$ cat config.mk
export PLATFORM = sky130hd
export DESIGN_NAME = ifetch_stage
export DESIGN_NICKNAME = d
export VERILOG_FILES = /design/src/rtl/ifetch_stage.sv
export SDC_FILE = /design/constraint.sdc
export NUM_CORES = 1
export LEC_CHECK = 0
export ABC_AREA = 0
export CAP_MARGIN = 0
export CORE_ASPECT_RATIO = 0.8
export CORE_MARGIN = 2
export CORE_UTILIZATION = 46
export CTS_BUF_LIST = sky130_fd_sc_hd__clkbuf_8
export DETAILED_ROUTE_END_ITERATION = 16
export DONT_BUFFER_PORTS = 1
export GPL_ROUTABILITY_DRIVEN = 0
export PLACE_DENSITY = 0.58
export SLEW_MARGIN = 0
export SYNTH_ARGS = -nofsm -noshare
export SYNTH_HDL_FRONTEND = slang
export SYNTH_SLANG_ARGS = --single-unit
export TNS_END_PERCENT = 5
$ cat constraint.sdc
create_clock -name clk -period 11.5 [get_ports clk]
set_input_delay 2.3 -clock clk [delete_from_list [all_inputs] [get_ports clk]]
set_output_delay 2.3 -clock clk [all_outputs]
set_load 0.02 [all_outputs]
$ cat src/rtl/ifetch_stage.sv
// ---------------------------------------------------------------------------
// ifetch_stage
//
// Instruction-fetch stage. It issues one word request at a time to the
// instruction memory and buffers returned words in a 2-entry FIFO of
// {pc, instr}. The FIFO head goes to decode with zero latency. A redirect
// flushes all fetched work and restarts fetching at redirect_pc. If a
// request is still outstanding at that moment, the request is held until
// it is acknowledged, and its data is discarded.
//
// Optional feature (compile-time macro FETCH_ALIGN_CHECK_EN):
//   defined   - a redirect to an address with bits [1:0] != 0 flushes the
//               FIFO and enters FAULT. fetch_fault is asserted and stays
//               asserted, and no requests are issued until an aligned
//               redirect or a reset.
//   undefined - redirect_pc[1:0] is forced to 2'b00 and fetch_fault is 0.
//
// Ports
//   clk          in   single clock, rising edge
//   reset        in   synchronous, active-high
//   imem_req     out  memory request, held until imem_ack
//   imem_addr    out  word address of the request, stable while imem_req
//   imem_ack     in   request accepted, imem_rdata valid this cycle
//   imem_rdata   in   instruction word
//   redirect     in   branch/jump taken, discard fetched work
//   redirect_pc  in   new fetch address
//   if_valid     out  head entry valid toward decode
//   if_ready     in   decode accepts the head entry
//   if_instr     out  head instruction
//   if_pc        out  head instruction address
//   fetch_fault  out  misaligned redirect detected (sticky)
// ---------------------------------------------------------------------------
module ifetch_stage #(
    parameter logic [31:0] RESET_PC = 32'h0000_0000
) (
    input  logic        clk,
    input  logic        reset,
    output logic        imem_req,
    output logic [31:0] imem_addr,
    input  logic        imem_ack,
    input  logic [31:0] imem_rdata,
    input  logic        redirect,
    input  logic [31:0] redirect_pc,
    output logic        if_valid,
    input  logic        if_ready,
    output logic [31:0] if_instr,
    output logic [31:0] if_pc,
    output logic        fetch_fault
);

    typedef enum logic [1:0] {
        ST_FETCH = 2'd0,
        ST_IDLE  = 2'd1
`ifdef FETCH_ALIGN_CHECK_EN
        , ST_FAULT = 2'd2
`endif
    } state_t;

    state_t      state_q, state_d;
    logic [31:0] fetch_pc_q, fetch_pc_d;   // address of current/next request
    logic [31:0] redir_pc_q, redir_pc_d;   // target held while draining a stale request
    logic        discard_q, discard_d;     // outstanding request belongs to a flushed path
    logic [1:0]  count_q, count_d;
    logic        wr_ptr_q, wr_ptr_d;
    logic        rd_ptr_q, rd_ptr_d;
    logic [31:0] pc_mem_q    [2];
    logic [31:0] instr_mem_q [2];
`ifdef FETCH_ALIGN_CHECK_EN
    logic        fault_q, fault_d;
    logic        redir_fault_q, redir_fault_d;  // drained redirect target was misaligned
`endif

    logic        req_int;
    logic        valid_int;
    logic        push;
    logic        pop;
    logic        redir_bad;
    logic [31:0] redir_tgt;

    assign req_int   = (state_q == ST_FETCH);
    assign valid_int = (count_q != 2'd0);

    // A redirect flushes the FIFO, so a pop or push in that same cycle is dropped.
    assign pop  = valid_int && if_ready && !redirect;
    assign push = req_int && imem_ack && !discard_q && !redirect;

`ifdef FETCH_ALIGN_CHECK_EN
    assign redir_bad = (redirect_pc[1:0] != 2'b00);
    assign redir_tgt = redirect_pc;
`else
    assign redir_bad = 1'b0;
    assign redir_tgt = redirect_pc & ~32'h0000_0003;
`endif

    // Next-state and control
    always_comb begin
        state_d    = state_q;
        fetch_pc_d = fetch_pc_q;
        redir_pc_d = redir_pc_q;
        discard_d  = discard_q;
`ifdef FETCH_ALIGN_CHECK_EN
        fault_d       = fault_q;
        redir_fault_d = redir_fault_q;
`endif

        if (redirect) begin
            if (req_int && !imem_ack) begin
                // The memory still owes us a word. Keep req/addr steady,
                // drop the word when it arrives, and restart afterwards.
                discard_d  = 1'b1;
                redir_pc_d = redir_tgt;
`ifdef FETCH_ALIGN_CHECK_EN
                fault_d       = redir_bad;
                redir_fault_d = redir_bad;
`endif
            end else begin
                // Nothing left in flight (any ack this cycle is thrown away).
                discard_d  = 1'b0;
                fetch_pc_d = redir_tgt;
                state_d    = ST_FETCH;
`ifdef FETCH_ALIGN_CHECK_EN
                fault_d       = redir_bad;
                redir_fault_d = 1'b0;
                if (redir_bad) begin
                    state_d = ST_FAULT;
                end
`endif
            end
        end else if (req_int && imem_ack) begin
            if (discard_q) begin
                discard_d  = 1'b0;
                fetch_pc_d = redir_pc_q;
                state_d    = ST_FETCH;
`ifdef FETCH_ALIGN_CHECK_EN
                redir_fault_d = 1'b0;
                if (redir_fault_q) begin
                    state_d = ST_FAULT;
                end
`endif
            end else begin
                fetch_pc_d = fetch_pc_q + 32'd4;
                state_d    = (count_d == 2'd2) ? ST_IDLE : ST_FETCH;
            end
        end else if (state_q == ST_IDLE && pop) begin
            state_d = ST_FETCH;
        end
    end

    // FIFO bookkeeping
    always_comb begin
        count_d  = count_q;
        wr_ptr_d = wr_ptr_q;
        rd_ptr_d = rd_ptr_q;
        if (redirect) begin
            count_d  = 2'd0;
            wr_ptr_d = 1'b0;
            rd_ptr_d = 1'b0;
        end else begin
            count_d = count_q + 2'(push) - 2'(pop);
            if (push) begin
                wr_ptr_d = ~wr_ptr_q;
            end
            if (pop) begin
                rd_ptr_d = ~rd_ptr_q;
            end
        end
    end

    always_ff @(posedge clk) begin
        if (reset) begin
            state_q    <= ST_FETCH;
            fetch_pc_q <= RESET_PC;
            redir_pc_q <= RESET_PC;
            discard_q  <= 1'b0;
            count_q    <= 2'd0;
            wr_ptr_q   <= 1'b0;
            rd_ptr_q   <= 1'b0;
`ifdef FETCH_ALIGN_CHECK_EN
            fault_q       <= 1'b0;
            redir_fault_q <= 1'b0;
`endif
        end else begin
            state_q    <= state_d;
            fetch_pc_q <= fetch_pc_d;
            redir_pc_q <= redir_pc_d;
            discard_q  <= discard_d;
            count_q    <= count_d;
            wr_ptr_q   <= wr_ptr_d;
            rd_ptr_q   <= rd_ptr_d;
`ifdef FETCH_ALIGN_CHECK_EN
            fault_q       <= fault_d;
            redir_fault_q <= redir_fault_d;
`endif
        end
    end

    // Buffer storage is not reset. The count decides what is valid.
    always_ff @(posedge clk) begin
        if (!reset && push) begin
            pc_mem_q[wr_ptr_q]    <= fetch_pc_q;
            instr_mem_q[wr_ptr_q] <= imem_rdata;
        end
    end

    // Outputs are forced to their idle values while reset is asserted.
    assign imem_req  = !reset && req_int;
    assign imem_addr = reset ? RESET_PC : fetch_pc_q;
    assign if_valid  = !reset && valid_int;
    assign if_pc     = if_valid ? pc_mem_q[rd_ptr_q]    : 32'h0;
    assign if_instr  = if_valid ? instr_mem_q[rd_ptr_q] : 32'h0;
`ifdef FETCH_ALIGN_CHECK_EN
    assign fetch_fault = !reset && fault_q;
`else
    assign fetch_fault = 1'b0;
`endif

endmodule

**Word-level counts from Yosys, hierarchy flattened**

Memories as Yosys holds them, arrays and structs flattened. A register that Yosys moved wholly into a read port is not among the register bits.
Cells that the tools add are included.
Widths: inputs -> output; s select.

- Bits in registers: 69
- Bits in writable memories: 128
- Input bits: 69
- Logic and storage cells: 62
- Memories kept: 2

Memory list:

| memory | words | bits a word | read ports | clocked after memory_dff | write ports | RTL line | text |
|---|---|---|---|---|---|---|---|
| instr_mem_q | 2 | 32 | 1 | 1 | 1 | 67 | `logic [31:0] instr_mem_q [2];` |
| pc_mem_q | 2 | 32 | 1 | 1 | 1 | 66 | `logic [31:0] pc_mem_q [2];` |

- Add/sub/neg operators: 3
- Eq/ne operators: 3
- Muxes and demuxes: 23
- Bitwise gates (word level): 2
- Reductions and logical operators: 22

Operator list:

| cell | number |
|---|---|
| $mux 32 | 7 |
| $add 32x3->32 const B | 1 |
| $mux 1 | 11 |
| $logic_and 1x1->1 | 10 |
| $mux 2 | 5 |
| $reduce_and 2->1 | 3 |
| $logic_not 1->1 | 4 |
| $reduce_bool 2->1 | 2 |
| $reduce_bool 3->1 | 1 |
| $add 2x1->2 | 1 |
| $eq 2x1->1 const B | 1 |
| $eq 2x2->1 const B | 1 |
| $logic_not 2->1 | 1 |
| $ne 2x2->1 const B | 1 |
| $not 1->1 | 2 |
| $reduce_or 2->1 | 1 |
| $sub 2x1->2 | 1 |

**Depth between registers and ports, before layout**

Gate-level depths: netlist of run 1.

- Depth after elaboration: 12
- Depth in mapped cells: 12
- Gate-level depth less buffers: 10

**Least setup slack after synthesis of run 1**

Ideal clock, no wire load.

- Path type: input port to flip-flop
- From: input port redirect
- To: memory instr_mem_q[1][0] (enable)
- Library setup time: 0.571 ns
- Arrival: 7.449 ns
- Required time: 10.929 ns
- Setup slack: 3.480 ns
- Stages: 4
- Cell sequence: buf_2 > nor2_2 > nand3b_1 > nor3b_1

- Word-level cells in the longest chain between the ends: 5

RTL lines:

| what | RTL line | text |
|---|---|---|
| from (decl) | 42 | `input logic redirect,` |
| $logic_not 1->1 | 85 | `assign push = req_int && imem_ack && !discard_q && !redirect;` |
| $logic_and 1x1->1 | 85 |  |
| $logic_and 1x1->1 | 199 | `if (!reset && push) begin` |
| $mux 1 | 199 |  |
| $mux 1 (not written as such) | 201 | `instr_mem_q[wr_ptr_q] <= imem_rdata;` |
| to (decl) | 67 |  |

No other way between the ends.

**Worst setup path after layout of run 1**

- From: input port reset
- To: output port if_instr[1]

- Word-level cells in the longest chain between the ends: 3

RTL lines:

| what | RTL line | text |
|---|---|---|
| from (decl) | 37 | `input logic reset,` |
| $logic_not 1->1 | 208 | `assign if_valid = !reset && valid_int;` |
| $logic_and 1x1->1 | 208 |  |
| $mux 32 | 210 | `assign if_instr = if_valid ? instr_mem_q[rd_ptr_q] : 32'h0;` |
| to (decl) | 46 | `output logic [31:0] if_instr,` |

No other way between the ends.

==> impl_metrics.tcl, run 1 <==
set metrics [dict create \
    clock_skew_ps 16.8 \
    clock_latency_ps 470 \
    grt_pass1_vias 5259 \
    antenna_found_initial 0 \
    yosys.area.top_type "edfxtp_1" \
    ant_nets 0 \
    antennaDiodeCount 0 \
    peakVddDrop_mv 0.0929 \
    yosysMostFrequentCell "edfxtp_1" \
    synth_ff_type "edfxtp_1" \
    synth_area_um2 8500 \
    die_area_um2 19600 \
    viasPerCell 5.71 \
    chipWidth_um 156 \
    holdWs_ps 449 \
    core_area_um2 18100 \
    synth-seq-cells 191 \
    io_buffers 0 \
    criticalPathCategory "in2out" \
    arrival_ps 3240 \
    dp_hpwl_mm 12.6 \
    synth.distinct_cells 53 \
    fin_crit_sh_pct 48.2 \
    slowest_stage "nor2_1" \
    yosys.area.top_type_share_pct 43.8 \
    critPathMaxStageDelay_ps 440 \
    cp_data_required_time_ps 9200 \
    path_cells "o21bai_4 -> buf_4 -> nor2_1" \
    firstDrtPassIters 5 \
    layout.cells.non_filler 1008 \
    slew_viol_final 0 \
    seq_area_frac_synth_pct 59.6 \
    routed_wirelength_mm 19.5 \
    cts_setup_buffers 0 \
    syn_area_per_cell_um2 10.6 \
    drive_gt1_share_pct 7.20 \
    ioPinCount 168 \
    p_per_area_nw_per_um2 145 \
    wire_per_inst_um 19.4 \
    slew-limit-headroom_pct 24.6 \
    vias 5751 \
    cts_resized 0 \
    switching_power_mw 0.344 \
    power_frac_comb_pct 6.3 \
    use_met1_pct 28.2 \
    holdCritPathClass "reg2reg" \
    rows 44 \
    grt_busiest_layer "met1" \
    clk_path_buf_depth 2 \
    track_usage_pct 19.8 \
    numPlacedInstances 976 \
    cts_root_buf "clkbuf_8" \
    swShare_pct 26.3 \
    dp_worst_setup_slack_ps 5960 \
    start_util_pct 46.9 \
    drc_errors 0 \
    fmax_mhz 181 \
    htreeDepth 4 \
    synth_async_sr_flop_share_pct 0 \
    grt_setup_unrepaired "no" \
    power.leakage_nw 2.84 \
    dpl-instance-area_um2 8600 \
    outcome "finished, final reports clean" \
    setup_viol 0 \
    drtIter0Drc 556 \
    numCtsBuffers 17 \
    clkSlewWorstSetupHoldPaths_ps 100 \
    cts_tree "built" \
    area_growth_syn_to_layout_pct 6.05 \
    synthTopCellsByArea "edfxtp_1 44%, dfxtp_1 16%, mux2i_1 7.8%" \
    grt_max_degree 102 \
    utilization_pct 49.7 \
    seqPwrFrac_pct 59.1 \
    stdcell_area_um2 9010 \
    total_power_mw 1.31 \
    finalWorstSetupSlack_ps 5960 \
    hold_violations 0 \
    cp_max_fo 101 \
    clock-sinks 191 \
    path_buf_inv 1 \
    grt_util_met3_pct 7.73 \
    synth_cells 799 \
    p_int_mw 0.966 \
    synth_commonest_cells "124 x edfxtp_1, 109 x nand2_1, 91 x nor2_1" \
    grt_pass1_wl_mm 29.9 \
    cp_top_family "simple AND/OR/NAND/NOR gates" \
    end_kind "output port" \
    maxCapViolCount 0 \
    postCtsHoldBufs 0 \
    nets 837 \
    power_frac_clock_pct 34.5 \
    tightest_slew_ps 1130 \
    use_met2_pct 28.2 \
    synth_warnings 0 \
    die_h_um 126 \
    synth_edf_count 124 \
    grt-ovfl-total 0 \
    finalCriticalPeriod_ps 5540 \
    tns_ps 0 \
    crit_path_start_kind "primary input" \
]
-- final timing paths --
kind                  start         endpoint  slack [ps]  cells after the start
max                   reset      if_instr[1]        5960                      3
min          redir_pc_q[11]   redir_pc_q[11]         450                      2
max reg2reg       discard_q  pc_mem_q[1][15]        8100                      5
min reg2reg  redir_pc_q[11]   redir_pc_q[11]         450                      2
-- per-layer routing --
layer | vias to the layer above | share of wire, % | wire length, µm
li1 | 2779 | - | -
met1 | 2721 | 45 | 8770
met2 | 235 | 43 | 8480
met3 | 16 | 11 | 2080
met4 | 0 | 1.1 | 217
met5 | - | 0 | 0
-- cell type report --
class / instances / area (µm²)
clock buffers: 17 / 234
well taps: 230 / 288
multi-input cells: 541 / 3160
inverters: 7 / 26.3
clock inverters: 15 / 180
repair buffers: 7 / 52.6
flip-flops and latches: 191 / 5070
fillers: 1676 / 9100
-- cells in the final DEF (no fill, tap or decap), drive strengths merged, types with 3 or more instances in the layout --
master	synthesis	final
edfxtp	124	124
nand2	109	109
nor2	92	92
dfxtp	67	67
mux2i	66	66
a21oi	57	57
o21ai	48	48
nor2b	29	29
clkbuf	33	17
inv	7	16
nor3	14	14
nand3	12	12
o211ai	11	11
nand4	10	10
and3	8	8
a31oi	7	7
xnor2	7	7
a211oi	7	7
buf	31	7
nor4	6	6
xor2	6	6
o22ai	6	6
conb	1	5
clkinv	0	5
and4	4	4
nand3b	3	3
a221oi	3	3
o31a	3	3
or3	3	3
ha	3	3
or2	3	3
and2	3	3
-- cells by family (layout without fill, tap and decap cells) --
group / count (synthesis) / after routing / synth area share [%]
adder cells (fa/ha/maj): 3 / 3 / 0.442
other: 1 / 5 / 0.0441
buffers and inverters: 71 / 46 / 3.70
flip-flops: 191 / 191 / 59.6
XOR/XNOR: 13 / 13 / 1.34
multiplexers: 66 / 66 / 7.78
AND/OR/NAND/NOR: 302 / 302 / 16.7
AO/OA/AOI/OAI: 152 / 152 / 10.4
-- power by group through the flow --
| stage | clock [mW] | combinational, mW | sequential (mW) |
|---|---|---|---|
| 2_1_floorplan | 0 | 0.0804 | 0.779 |
| 5_1_grt | 0.494 | 0.0925 | 0.778 |
| 3_3_place_gp | 0 | 0.0814 | 0.789 |
| 4_1_cts | 0.464 | 0.0834 | 0.774 |
| 6_report | 0.452 | 0.0829 | 0.775 |
| 3_5_place_dp | 0 | 0.0832 | 0.790 |
-- worst min-delay path, stage by stage, from the launching register on --
cell     delay, ps
dfxtp_1        320
nand2_1         50
a21oi_1         50
-- flip-flops by register name, summed over array words and instances (netlist names), named ones only --
signal       flops
redir_pc_q      30
state_q          1
discard_q        1
instr_mem_q     64
pc_mem_q        60
wr_ptr_q         1
fetch_pc_q      30
rd_ptr_q         1
count_q          2
Note: power is estimated with default switching activity, not from simulation.
==> run 2, diff against run 1 <==
--- a/config.mk
+++ b/config.mk
@@ -14,7 +14,7 @@
 export DETAILED_ROUTE_END_ITERATION = 16
 export DONT_BUFFER_PORTS = 1
 export GPL_ROUTABILITY_DRIVEN = 0
-export PLACE_DENSITY = 0.58
+export PLACE_DENSITY = 0.6
 export SLEW_MARGIN = 0
 export SYNTH_ARGS = -nofsm -noshare
 export SYNTH_HDL_FRONTEND = slang
==> constraint.sdc (replaced) <==
create_clock -name clk -period 4.85 [get_ports clk]
set_input_delay 0.97 -clock clk [delete_from_list [all_inputs] [get_ports clk]]
set_output_delay 0.97 -clock clk [all_outputs]
set_load 0.02 [all_outputs]
==> impl_metrics.tcl, run 2 (synthesized netlist as in run 1, its figures left out) <==
set metrics [dict create \
    numCtsBuffers 17 \
    firstDrtPassIters 5 \
    grt_max_degree 102 \
    ant_nets 0 \
    cts_resized 0 \
    p_int_mw 2.24 \
    critPathMaxStageDelay_ps 1040 \
    cts_root_buf "clkbuf_8" \
    viasPerCell 5.76 \
    die_area_um2 19600 \
    core_area_um2 18100 \
    grt_busiest_layer "met2" \
    holdCritPathClass "reg2reg" \
    chipWidth_um 156 \
    peakVddDrop_mv 0.199 \
    clock-sinks 191 \
    reg2reg_from "discard_q" \
    stdcell_area_um2 9030 \
    r2r_slack_ps 2340 \
    postCtsHoldBufs 0 \
    drc_errors 0 \
    layout.area.seq_um2 5070 \
    dp_hpwl_mm 13.1 \
    nets 840 \
    holdPathStages 2 \
    grt_util_met3_pct 7.45 \
    grt-ovfl-total 0 \
    hold_violations 0 \
    grt_pass1_vias 5527 \
    antennaDiodeCount 0 \
    fin_crit_sh_pct 66.5 \
    layout_common_cells "124 x edfxtp_1, 109 x nand2_1, 90 x nor2_1, 66 x mux2i_1, 66 x dfxtp_1" \
    start_util_pct 46.9 \
    tightest_slew_ps 1110 \
    top_register "instr_mem_q" \
    path_cells "mux2i_1 -> nor2_1" \
    multi_input_area_um2 3170 \
    cts_tree "built" \
    swShare_pct 27.1 \
    nFillCells 1642 \
    rr_endpoint "pc_mem_q[1][4]" \
    seqPwrFrac_pct 59.8 \
    total_power_mw 3.07 \
    track_usage_pct 20.4 \
    power_frac_clock_pct 33.7 \
    use_met2_pct 31.1 \
    hold_end "redir_pc_q[13]" \
    clock_skew_ps 11.6 \
    drtIter0Drc 503 \
    largest_reg_flops 64 \
    htreeDepth 4 \
    area_growth_syn_to_layout_pct 6.27 \
    cp_max_fo 62 \
    slowest_stage "dfxtp_4" \
    numPlacedInstances 979 \
    io_buffers 0 \
    power_frac_comb_pct 6.4 \
    clock_latency_ps 480 \
    cts_setup_buffers 0 \
    finalCriticalPeriod_ps 3220 \
    die_h_um 126 \
    clk_path_buf_depth 2 \
    top_regs "instr_mem_q (64), pc_mem_q (60)" \
    hp-start "redir_pc_q[13]" \
    layout.cells.non_filler 1011 \
    wire_per_inst_um 19.7 \
    holdWs_ps 454 \
    grt_setup_unrepaired "no" \
    vias 5819 \
    antenna_found_initial 0 \
    routed_wirelength_mm 20.0 \
    cp_data_required_time_ps 3880 \
    final_common_cell "edfxtp_1" \
    maxCapViolCount 0 \
    ioPinCount 168 \
    reg2reg_depth 4 \
    arrival_ps 2250 \
    slew-limit-headroom_pct 25.9 \
    end_kind "output port" \
    grt_pass1_wl_mm 30.9 \
    outcome "finished, final reports clean" \
    p_per_area_nw_per_um2 340 \
    power.leakage_nw 2.85 \
    drive_gt1_share_pct 7.43 \
    slew_viol_final 0 \
    criticalPathCategory "reg2out" \
    clkSlewWorstSetupHoldPaths_ps 100 \
    fmax_mhz 310 \
    dpl-instance-area_um2 8640 \
    use_met1_pct 27.3 \
    crit_path_start_kind "flop" \
    rows 44 \
    setup_viol 0 \
    switching_power_mw 0.834 \
]
[run 2: changes by cell type in the layout (fill, tap and decap cells not counted)]
cell        change
bufinv_16       -1
nor3b_4         +1
clkinv_4        -2
nor3b_2         -1
inv_8           +2
clkinv_1        +1
clkinvlp_4      +1
buf_12          +1
buf_4           +2
inv_6           -1
[run 2: power groups by stage]
stage	Sequential [mW]	Combinational [mW]	Clock (mW)
after floorplan	1.85	0.191	0
after global placement	1.87	0.193	0
after detailed placement	1.88	0.198	0
after CTS	1.84	0.199	1.06
after global routing	1.85	0.218	1.13
final	1.84	0.197	1.04
[run 2: per-layer routing]
metal | wire [µm] | vias to the layer above | share of wire (%)
met1 | 8490 | 2770 | 43
met4 | 243 | 0 | 1.2
li1 | - | 2775 | -
met3 | 2080 | 23 | 10
met2 | 9150 | 251 | 46
met5 | 0 | - | 0
[run 2: through the flow]
step                worst slack [ps]  util, %  setup TNS (ps)
detailed placement              1650     47.7               0
CTS                             1580     49.8               0
floorplan                      -1560        -          -96730
finish                          1630     49.8               0
global route                    1500     49.8               0
global placement                1700     47.7               0
[run 2: final cells by class]
cell class | instances | share of cell area [%]
Inverter | 7 | 0.291
Sequential cell | 191 | 56.1
Timing Repair Buffer | 10 | 0.970
Clock buffer | 17 | 2.59
Multi-Input combinational cell | 541 | 35.1
Clock inverter | 15 | 1.75
Tap cell | 230 | 3.19
[run 2: how the worst max path moves through the flow]
stage / cells after the start / endpoint / from
final: 2 / if_pc[16] / flop
after CTS: 2 / if_pc[14] / flop
after floorplan: 4 / instr_mem_q[0][0] / reset
after global routing: 2 / if_pc[15] / flop
after detailed placement: 4 / instr_mem_q[1][4] / redirect
after global placement: 4 / instr_mem_q[1][5] / redirect
[run 2: critical path: cells and delay by family, from the launching register on]
kind / cells / cell delay, ps
DFF: 1 / 1040
muxes: 1 / 270
and+or+nand+nor: 1 / 380
==> run 3, diff against run 2 <==
==> constraint.sdc (replaced) <==
create_clock -name clk -period 2.9 [get_ports clk]
set_input_delay 0.58 -clock clk [delete_from_list [all_inputs] [get_ports clk]]
set_output_delay 0.58 -clock clk [all_outputs]
set_load 0.02 [all_outputs]
==> impl_metrics.tcl, run 3 (synthesized netlist as in run 1, its figures left out) <==
set metrics [dict create \
    outcome "finished, final reports clean" \
    largest_reg_flops 64 \
    total_power_mw 5.22 \
    cp_max_fo 25 \
    cts_resized 0 \
    area_growth_syn_to_layout_pct 7.44 \
    layout_common_cells "124 x edfxtp_1, 109 x nand2_1, 90 x nor2_1, 66 x mux2i_1, 66 x dfxtp_1" \
    htreeDepth 4 \
    final_common_cell "edfxtp_1" \
    numCtsBuffers 17 \
    clock-sinks 191 \
    clkSlewWorstSetupHoldPaths_ps 100 \
    criticalPathCategory "reg2out" \
    ant_nets 0 \
    drive_gt1_share_pct 8.25 \
    antenna_found_initial 1 \
    peakVddDrop_mv 0.249 \
    r2r_slack_ps 780 \
    firstDrtPassIters 5 \
    die_h_um 126 \
    finalCriticalPeriod_ps 2700 \
    cts_tree "built" \
    grt_pass1_vias 5466 \
    drtIter0Drc 466 \
    clock_skew_ps 16.2 \
    finalWorstSetupSlack_ps 199 \
    slew_viol_final 0 \
    start_util_pct 46.9 \
    clock_latency_ps 480 \
    wire_per_inst_um 19.9 \
    fin_crit_sh_pct 93.1 \
    postCtsHoldBufs 0 \
    vias 5839 \
    rows 44 \
    end_kind "output port" \
    top_regs "instr_mem_q (64), pc_mem_q (60)" \
    routed_wirelength_mm 20.3 \
    clk_path_buf_depth 2 \
    holdCritPathClass "in2reg" \
    dp_hpwl_mm 12.9 \
    viasPerCell 5.73 \
    slew-limit-headroom_pct 25.0 \
    grt_pass1_wl_mm 30.6 \
    core_area_um2 18100 \
    layout.cells.non_filler 1019 \
    ioPinCount 168 \
    numPlacedInstances 985 \
    grt-ovfl-total 0 \
    nets 847 \
    crit_path_start_kind "flop" \
    layout.area.seq_um2 5070 \
    cp_data_required_time_ps 2320 \
    setup_viol 0 \
    maxCapViolCount 0 \
    chipWidth_um 156 \
    arrival_ps 2120 \
    track_usage_pct 20.2 \
    hold_violations 0 \
    dp_worst_setup_slack_ps 544 \
    p_per_area_nw_per_um2 572 \
    nFillCells 1592 \
    top_register "instr_mem_q" \
    grt_max_degree 102 \
    multi_input_area_um2 3190 \
    io_buffers 0 \
    grt_setup_unrepaired "no" \
    fmax_mhz 370 \
    cts_root_buf "clkbuf_8" \
    die_area_um2 19600 \
    tightest_slew_ps 1120 \
    power.leakage_nw 2.89 \
    drc_errors 0 \
]
[run 3: critical path: stages (launching register included)]
cell and delay (ps):
dfxtp_1 400, o21bai_2 910, nor2_1 320
[run 3: cell type report]
type	count	share of cell area, %
Antenna cell	1	0.0274
Clock buffer	17	2.56
Clock inverter	15	1.91
Inverter	7	0.288
Multi-Input combinational cell	542	34.9
Sequential cell	191	55.5
Tap cell	230	3.15
Timing Repair Buffer	16	1.59
[run 3: final timing paths]
check / startpoint / endpoint / cells past startpoint
max reg2reg: fetch_pc_q[3] / fetch_pc_q[26] / 6
min: reset / redir_pc_q[15] / 1
min reg2reg: redir_pc_q[20] / redir_pc_q[20] / 2
max: count_q[1] / if_pc[7] / 2
[run 3: metal layers]
layer  wire length (µm)  GRT usage (%)
met1               9140           27.6
met2               9080           30.5
met3               1840           7.35
met4                198           5.72
met5                  0              0
[run 3: per-stage QoR]
| step | hold slack (ps) | utilization, % | instance area [µm²] | setup TNS (ps) |
|---|---|---|---|---|
| after floorplan | 420 | - | 8550 | -37770 |
| after detailed placement | 438 | 48.1 | 8710 | 0 |
| after global placement | 433 | 48.1 | 8710 | 0 |
| final | 160 | 50.4 | 9130 | 0 |
| after global routing | 130 | 50.4 | 9130 | 0 |
| after CTS | 134 | 50.3 | 9110 | 0 |
[run 3: where the power goes]
group	switching, mW	internal (mW)	leakage [nW]
sequential	0.0869	2.98	1.69
combinational	0.229	0.120	0.999
clock	1.08	0.730	0.204
total	1.39	3.83	2.89
[run 3: timing repair]
item	in CTS	in global routing
cloned	0	1
setup buffers	0	0
hold endpoints to repair	0	0
pin swaps	1	1
setup endpoints to repair	13	26
